[config.mk]
export PLATFORM = sky130hd
export DESIGN_NAME = multicycle_ctrl
export DESIGN_NICKNAME = d
export VERILOG_FILES = /design/src/rtl/multicycle_ctrl_pkg.sv /design/src/rtl/multicycle_ctrl_alu_decode.sv /design/src/rtl/multicycle_ctrl.sv
export SDC_FILE = /design/constraint.sdc
export NUM_CORES = 1
export LEC_CHECK = 0
export CAP_MARGIN = 20
export CORE_ASPECT_RATIO = 1.4
export CORE_MARGIN = 2
export CORE_UTILIZATION = 43
export CTS_BUF_LIST = sky130_fd_sc_hd__clkbuf_16
export CTS_CLUSTER_DIAMETER = 50
export DETAILED_ROUTE_END_ITERATION = 6
export PLACE_DENSITY = 0.83
export RECOVER_POWER = 100
export SYNTH_ARGS = -nofsm -noshare
export SYNTH_HDL_FRONTEND = slang
export SYNTH_SLANG_ARGS = --single-unit
[constraint.sdc]
create_clock -name clk -period 4.1 [get_ports clk]
set_clock_uncertainty 0.05 [all_clocks]
set_input_delay 0.82 -clock clk [delete_from_list [all_inputs] [get_ports clk]]
set_output_delay 0.82 -clock clk [all_outputs]
set_load 0.01 [all_outputs]
[src/rtl/multicycle_ctrl_pkg.sv]
// Shared encodings for the multicycle controller: FSM states, RV32I base
// opcodes, immediate formats, ALU operations and write-back selects.
package multicycle_ctrl_pkg;

  typedef enum logic [2:0] {
    S_FETCH  = 3'd0,
    S_DECODE = 3'd1,
    S_EXEC   = 3'd2,
    S_MEM    = 3'd3,
    S_WB     = 3'd4,
    S_TRAP   = 3'd5
  } state_t;

  localparam logic [6:0] OPC_LUI    = 7'b0110111;
  localparam logic [6:0] OPC_AUIPC  = 7'b0010111;
  localparam logic [6:0] OPC_JAL    = 7'b1101111;
  localparam logic [6:0] OPC_JALR   = 7'b1100111;
  localparam logic [6:0] OPC_BRANCH = 7'b1100011;
  localparam logic [6:0] OPC_LOAD   = 7'b0000011;
  localparam logic [6:0] OPC_STORE  = 7'b0100011;
  localparam logic [6:0] OPC_OPIMM  = 7'b0010011;
  localparam logic [6:0] OPC_OP     = 7'b0110011;

  localparam logic [2:0] IMM_I     = 3'd0;
  localparam logic [2:0] IMM_SHAMT = 3'd1;
  localparam logic [2:0] IMM_S     = 3'd2;
  localparam logic [2:0] IMM_B     = 3'd3;
  localparam logic [2:0] IMM_U     = 3'd4;
  localparam logic [2:0] IMM_J     = 3'd5;

  localparam logic [3:0] ALU_ADD    = 4'd0;
  localparam logic [3:0] ALU_SUB    = 4'd1;
  localparam logic [3:0] ALU_SLL    = 4'd2;
  localparam logic [3:0] ALU_SLT    = 4'd3;
  localparam logic [3:0] ALU_SLTU   = 4'd4;
  localparam logic [3:0] ALU_XOR    = 4'd5;
  localparam logic [3:0] ALU_SRL    = 4'd6;
  localparam logic [3:0] ALU_SRA    = 4'd7;
  localparam logic [3:0] ALU_OR     = 4'd8;
  localparam logic [3:0] ALU_AND    = 4'd9;
  localparam logic [3:0] ALU_PASS_B = 4'd10;

  localparam logic [1:0] WB_ALU  = 2'd0;
  localparam logic [1:0] WB_LOAD = 2'd1;
  localparam logic [1:0] WB_PC4  = 2'd2;

  function automatic logic opc_supported(input logic [6:0] opc);
    case (opc)
      OPC_LUI, OPC_AUIPC, OPC_JAL, OPC_JALR, OPC_BRANCH,
      OPC_LOAD, OPC_STORE, OPC_OPIMM, OPC_OP: return 1'b1;
      default:                                return 1'b0;
    endcase
  endfunction

  function automatic logic [2:0] imm_sel_of(input logic [6:0] opc, input logic [2:0] func3);
    case (opc)
      OPC_OPIMM:            return (func3 == 3'b001 || func3 == 3'b101) ? IMM_SHAMT : IMM_I;
      OPC_STORE:            return IMM_S;
      OPC_BRANCH:           return IMM_B;
      OPC_LUI, OPC_AUIPC:   return IMM_U;
      OPC_JAL:              return IMM_J;
      default:              return IMM_I;
    endcase
  endfunction

endpackage

[src/rtl/multicycle_ctrl_alu_decode.sv]
// Combinational ALU-control decode from opcode/func3/func7[5].
// Branches select the compare op whose result feeds branch_taken.
module alu_decode
  import multicycle_ctrl_pkg::*;
(
  input  logic [6:0] opc,
  input  logic [2:0] func3,
  input  logic       func7_b5,
  output logic [3:0] alu_op,
  output logic       alu_src_b
);

  always_comb begin
    alu_op    = ALU_ADD;
    alu_src_b = 1'b0;
    case (opc)
      OPC_OP, OPC_OPIMM: begin
        alu_src_b = (opc == OPC_OPIMM);
        case (func3)
          3'b000:  alu_op = (opc == OPC_OP && func7_b5) ? ALU_SUB : ALU_ADD;
          3'b001:  alu_op = ALU_SLL;
          3'b010:  alu_op = ALU_SLT;
          3'b011:  alu_op = ALU_SLTU;
          3'b100:  alu_op = ALU_XOR;
          3'b101:  alu_op = func7_b5 ? ALU_SRA : ALU_SRL;
          3'b110:  alu_op = ALU_OR;
          default: alu_op = ALU_AND;
        endcase
      end
      OPC_BRANCH: begin
        // BEQ/BNE compare by subtraction; BLT/BGE and BLTU/BGEU by set-less-than
        case (func3[2:1])
          2'b10:   alu_op = ALU_SLT;
          2'b11:   alu_op = ALU_SLTU;
          default: alu_op = ALU_SUB;
        endcase
      end
      OPC_LUI: begin
        alu_op    = ALU_PASS_B;
        alu_src_b = 1'b1;
      end
      OPC_AUIPC, OPC_LOAD, OPC_STORE, OPC_JAL, OPC_JALR: begin
        alu_op    = ALU_ADD;
        alu_src_b = 1'b1;
      end
      default: begin
        alu_op    = ALU_ADD;
        alu_src_b = 1'b0;
      end
    endcase
  end

endmodule

[src/rtl/multicycle_ctrl.sv]
// Multicycle RV32I control FSM: FETCH/DECODE/EXEC/MEM/WB with a memory-wait
// timeout that parks the core in a sticky TRAP until reset.
module multicycle_ctrl
  import multicycle_ctrl_pkg::*;
#(
  parameter int MEM_TIMEOUT = 15
) (
  input  logic       clk,
  input  logic       rst,
  input  logic [6:0] OPC,
  input  logic [2:0] func3,
  input  logic [6:0] func7,
  input  logic       branch_taken,
  input  logic       imem_ack,
  input  logic       dmem_ack,
  output logic       imem_req,
  output logic       dmem_req,
  output logic       dmem_we,
  output logic       fetch,
  output logic       imm_extend_WE,
  output logic [2:0] imm_SEL,
  output logic [3:0] alu_op,
  output logic       alu_src_b,
  output logic       reg_WE,
  output logic [1:0] wb_sel,
  output logic       pc_WE,
  output logic       pc_src,
  output logic       retire,
  output logic       trap
);

  localparam int CNT_BITS = $clog2(MEM_TIMEOUT + 1);
  localparam int CNT_W    = (CNT_BITS > 4) ? CNT_BITS : 4;
  localparam logic [CNT_W-1:0] CNT_TO = CNT_W'(MEM_TIMEOUT);

  state_t           state;
  logic [CNT_W-1:0] wait_cnt;

  logic       is_load, is_store, is_branch, is_jump, supported;
  logic [3:0] dec_alu_op;
  logic       dec_src_b;
  logic       unused_func7;

  assign is_load      = (OPC == OPC_LOAD);
  assign is_store     = (OPC == OPC_STORE);
  assign is_branch    = (OPC == OPC_BRANCH);
  assign is_jump      = (OPC == OPC_JAL) || (OPC == OPC_JALR);
  assign supported    = opc_supported(OPC);
  assign unused_func7 = ^{func7[6], func7[4:0]};

  alu_decode u_alu_decode (
    .opc       (OPC),
    .func3     (func3),
    .func7_b5  (func7[5]),
    .alu_op    (dec_alu_op),
    .alu_src_b (dec_src_b)
  );

  // The wait counter clears on every transition and only advances while a
  // FETCH/MEM state waits; an ack on the timeout cycle still wins.
  always_ff @(posedge clk) begin
    if (rst) begin
      state    <= S_FETCH;
      wait_cnt <= '0;
    end else begin
      wait_cnt <= '0;
      case (state)
        S_FETCH: begin
          if (imem_ack)               state <= S_DECODE;
          else if (wait_cnt == CNT_TO) state <= S_TRAP;
          else                        wait_cnt <= wait_cnt + 1'b1;
        end
        S_DECODE: state <= supported ? S_EXEC : S_TRAP;
        S_EXEC: begin
          if (is_branch)                 state <= S_FETCH;
          else if (is_load || is_store)  state <= S_MEM;
          else                           state <= S_WB;
        end
        S_MEM: begin
          if (dmem_ack)               state <= is_store ? S_FETCH : S_WB;
          else if (wait_cnt == CNT_TO) state <= S_TRAP;
          else                        wait_cnt <= wait_cnt + 1'b1;
        end
        S_WB:    state <= S_FETCH;
        S_TRAP:  state <= S_TRAP;
        default: state <= S_TRAP;
      endcase
    end
  end

  always_comb begin
    imem_req      = 1'b0;
    dmem_req      = 1'b0;
    dmem_we       = 1'b0;
    fetch         = 1'b0;
    imm_extend_WE = 1'b0;
    imm_SEL       = IMM_I;
    alu_op        = ALU_ADD;
    alu_src_b     = 1'b0;
    reg_WE        = 1'b0;
    wb_sel        = WB_ALU;
    pc_WE         = 1'b0;
    pc_src        = 1'b0;
    retire        = 1'b0;
    trap          = 1'b0;
    // Reset masks every strobe, including a half-finished MEM access.
    if (!rst) begin
      case (state)
        S_FETCH: begin
          imem_req = 1'b1;
          fetch    = imem_ack;
        end
        S_DECODE: begin
          if (supported) begin
            imm_extend_WE = 1'b1;
            imm_SEL       = imm_sel_of(OPC, func3);
          end
        end
        S_EXEC: begin
          alu_op    = dec_alu_op;
          alu_src_b = dec_src_b;
          if (is_branch) begin
            pc_WE  = 1'b1;
            pc_src = branch_taken;
            retire = 1'b1;
          end
        end
        S_MEM: begin
          alu_op    = dec_alu_op;
          alu_src_b = dec_src_b;
          dmem_req  = 1'b1;
          dmem_we   = is_store;
          if (dmem_ack && is_store) begin
            pc_WE  = 1'b1;
            retire = 1'b1;
          end
        end
        S_WB: begin
          alu_op    = dec_alu_op;
          alu_src_b = dec_src_b;
          reg_WE    = 1'b1;
          pc_WE     = 1'b1;
          retire    = 1'b1;
          if (is_jump) begin
            wb_sel = WB_PC4;
            pc_src = 1'b1;
          end else if (is_load) begin
            wb_sel = WB_LOAD;
          end
        end
        S_TRAP:  trap = 1'b1;
        default: trap = 1'b1;
      endcase
    end
  end

endmodule

# Yosys cells after proc, flatten, opt, wreduce, memory -nomap -nowiden
# Cells that the tools add are included.
# word_totals
ff_bits,7
output_inout_bits,20
wordCells,93
# op_classes
mux,55
reduce_logical,13
eq_ne,22
n_addsub,1
# op_table
operator,n
$mux 3,10
$pmux 3 s5,2
$mux 1,28
$pmux 4 s7,1
$eq 7x6->1 const B,3
$eq 7x7->1 const B,3
$mux 4,5
$eq 7x5->1 const B,2
$eq 3x2->1 const B,4
$eq 3x3->1 const B,4
$pmux 4 s3,1
$reduce_or 9->1,1
$pmux 4 s2,1
$eq 7x2->1 const B,1
$eq 3x1->1 const B,2
$logic_not 3->1,2
$mux 2,3
$pmux 3 s2,1
$reduce_or 6->1,1
$reduce_or 5->1,1
$add 4x1->4 const B,1
$eq 2x2->1 const B,2
$eq 4x4->1 const B,1
$pmux 1 s2,2
other kinds (5),9

# Longest topological paths before layout
# depth
ltp_word,7
depth_mapped,6
ltp_nobuf,5

# Hierarchy
# A second synthesis with hierarchy kept.
# hier_totals
hier_cells,124
hier_area_um2,877.1
# by_module_without_submodules
mod,cells_each,n_inst,area_per_inst_um2,seq_area_each_um2
multicycle_ctrl,94,1,665.6,140.1
alu_decode,30,1,211.5,0.0

# Least setup slack after synthesis
# OpenSTA, ideal clock, no wires.
# synth_timing
kind,input to output
start,in OPC[3]
end,out retire
required_time_ns,3.230
slack_ns,1.024
cell_stages,5
arrival_ns,2.206
cell_sequence,nand4bb_4 -> or3_4 -> or3_1 -> a21oi_1 -> buf_4
# synth_between
elab_chain_cells,5
# synth_rtl
item,line,text
start: declaration,multicycle_ctrl.sv:10,"input logic [6:0] OPC,"
$eq 7x6->1,multicycle_ctrl.sv:45,assign is_store = (OPC == OPC_STORE);
$logic_and 1x1->1,multicycle_ctrl.sv:133,if (dmem_ack && is_store) begin
$mux 1,n/a,
$pmux 1 s3 *,n/a,
$mux 1 *,n/a,
end: declaration,multicycle_ctrl.sv:28,"output logic retire,"
# Mark *: on every way between the ends. The rest lies on a longest branch, timed or not.

# Final worst setup path
# layout_timing
start,in OPC[1]
end,out pc_WE
# layout_between
elab_chain_cells,5
# layout_rtl
item,line,text
$eq 7x6->1,multicycle_ctrl.sv:45,
$logic_and 1x1->1,multicycle_ctrl.sv:133,
$mux 1,multicycle_ctrl.sv:133,
$pmux 1 s3 *,multicycle_ctrl.sv:108,case (state)
$mux 1 *,multicycle_ctrl.sv:107,if (!rst) begin
end: declaration,multicycle_ctrl.sv:26,"output logic pc_WE,"
# Marked as above.

==> out/metrics.yaml <==
clocking:
  cts_root_buf: "clkbuf_16"
  tritoncts: "done"
  clk_pin_slew_ns: 0.03
  hold_buffers: 0
  post_cts_resized: 0
  cts_sinks: 7
  htreeDepth: 1
  post-cts-setup-buffers: 0
  clockBufferDepth: 2
  clkLatencyLatePin_ns: 0.23
  cts_buffers: 3
sta:
  fin_tns_setup_ns: 0
  hold_viol_final: 0
  period_minus_slack_ns: 3.97
  setup_violations: 0
  post-route-period-util_pct: 96.9
  relSlewSlack_pct: 67.9
  rsz0062_at_grt: "no"
  fmax_mhz: 252
  slew_violations: 0
  worstMarginPinSlew_ns: 0.481
  hold_ws_ns: 0.411
yosys:
  synth-main-ff-cell: "dfxtp_1"
  synth_edf_count: 0
  synth_top_area_cell: "dfxtp_1"
  synth-seq-cells: 7
  synth_top_cells_by_area: "dfxtp_1 16%, nor2_1 6.0%, a21oi_1 5.2%"
  synth_most_common_cell: "nor2_1"
  ys_seq_area_share_pct: 16.1
  synth_warnings: 0
  synth_cell_type_count: 44
  synthTopCellsByCount: "14 x nor2_1, 12 x nand2_1, 9 x a21oi_1, 7 x dfxtp_1, 7 x nor2b_1"
  async_flop_share_pct: 0
  syn_area_um2: 872
  synth_top_area_share_pct: 16.1
  syn_inst: 126
  synth_fp_nets: 149
  avgSynthCellArea_um2: 6.92
routing:
  wire_per_inst_um: 14.6
  viasPerCell: 5.98
  totalWireLength_um: 2690
  dr.pass1.iters: 4
  route.detailed.drc: 0
  num_vias: 1107
  drt_iter0_drc: 21
  drtAntennaViolNets: 0
die:
  rows: 19
  die-area_um2: 2410
  start_util_pct: 44.7
  design.core.area_um2: 1950
  io_pins: 42
  die_height_um: 57.3
  dieWidth_um: 42.1
grt:
  grt_pass1_vias: 1087
  grt.total_usage_pct: 23.7
  grt_overflow: 0
  grt_start_max_net_pins: 12
  grt_pass1_wl_um: 4460
  antenna_found_initial: 0
finish:
  syn_to_final_growth_pct: 52.7
  antennaDiodeCount: 0
  final_area_um2: 1330
  stdcell_count: 185
  drive_gt1_share_pct: 9.15
  final_nets: 188
worst_setup_path:
  slowest_delay_ns: 0.59
  slowest_stage: "clkdlybuf4s50_1"
  path_class: "in -> out"
  crit_path_frequent_cell: "clkdlybuf4s50_1"
  start_kind: "primary input"
  crit_fanout: 5
  crit_required_ns: 3.23
  path_buf_inv: 2
  crit_family: "buffers and inverters"
  endpoint_kind: "primary output"
  arrival_ns: 3.10
  crit_chain: "clkdlybuf4s50_1, nand4bb_4, or3_4, or3_1, a21oi_1, clkdlybuf4s50_1"
placement:
  io_buffer_count: 35
  place_inst: 181
  hpwlAfterDp_um: 2200
  place_area_um2: 1260
  gp_congestion: 0.880
hold_path:
  hp-class: "reg -> reg"
power:
  ir_drop_uv: 332
  leakage_nw: 0.513
  cellPowerDensity_nw_per_um2: 240
job:
  drv_cap: 0
outcome:
  outcome: "complete, no violations"
-- worst paths after layout --
path / start / endpoint / slack, ns / cells past startpoint
worst max-delay path: OPC[1] / pc_WE / 0.13 / 6
worst max register to register: state[0] / state[1] / 2.61 / 3
worst min register to register: wait_cnt[0] / wait_cnt[0] / 0.41 / 1
worst min-delay path: wait_cnt[0] / wait_cnt[0] / 0.41 / 1
-- cells by family after synthesis --
| logic type | count (synthesis) | synth area share [%] |
|---|---|---|
| mux | 1 | 1.15 |
| flops | 7 | 16.1 |
| buf+inv | 14 | 7.32 |
| compound gates | 33 | 25.5 |
| fa+ha+maj | 1 | 1.43 |
| xor+xnor | 2 | 2.01 |
| simple gates | 68 | 46.5 |
-- layout make-up --
| cell class | count | area [um^2] |
|---|---|---|
| clock buffers | 3 | 75.1 |
| clock inverters | 1 | 3.75 |
| fillers | 168 | 618 |
| inverters | 6 | 22.5 |
| multi-input cells | 105 | 661 |
| flip-flops and latches | 7 | 140 |
| well taps | 21 | 26.3 |
| repair buffers | 42 | 403 |
-- layout by cell type, fill, tap and decap left out, types with 3 or more instances in the layout --
| master | Yosys | routed |
|---|---|---|
| nor2_1 | 14 | 14 |
| a211o_1 | 3 | 3 |
| inv_1 | 6 | 7 |
| nor2b_1 | 7 | 7 |
| o21ai_0 | 5 | 6 |
| a21oi_1 | 9 | 9 |
| o2111ai_1 | 3 | 3 |
| clkbuf_16 | 0 | 3 |
| dlygate4sd3_1 | 0 | 16 |
| nand3_1 | 5 | 5 |
| clkdlybuf4s50_1 | 0 | 19 |
| nor4_1 | 4 | 4 |
| buf_4 | 2 | 7 |
| nand2_1 | 12 | 12 |
| nor3_1 | 6 | 6 |
| dfxtp_1 | 7 | 7 |
| a31oi_1 | 4 | 4 |
-- routing by layer --
layer | up-vias | wire length [um] | track usage, %
li1 | 541 | - | -
met4 | 0 | 39 | 14.3
met3 | 3 | 140 | 4.43
met1 | 518 | 1030 | 23.5
met2 | 45 | 1480 | 44.6
met5 | - | 0 | 0
-- state kept, by name, summed over array words and instances (netlist names) --
signal    flops
wait_cnt      4
state         3
-- power breakdown --
group	internal [W]	switching (W)
combinational	0.0000388	0.0000385
sequential	0.0000719	0.00000653
clock	0.000127	0.0000367
total	0.000237	0.0000817
-- per-stage QoR --
stage                     power [W]  setup WS, ns  utilization [%]
after floorplan            0.000119          1.02                -
after global placement     0.000156         0.149             64.6
after detailed placement   0.000158         0.135             64.6
after CTS                  0.000324         0.128             68.7
after global routing       0.000331        0.0267             68.3
final                      0.000319         0.128             68.3
-- worst reg2reg max path, cell delays in order (launching register included) --
cell,delay (ns)
dfxtp_1,0.40
nor4_1,0.42
a211oi_1,0.09
a2111oi_0,0.40
Note: power is estimated with default switching activity, not from simulation.
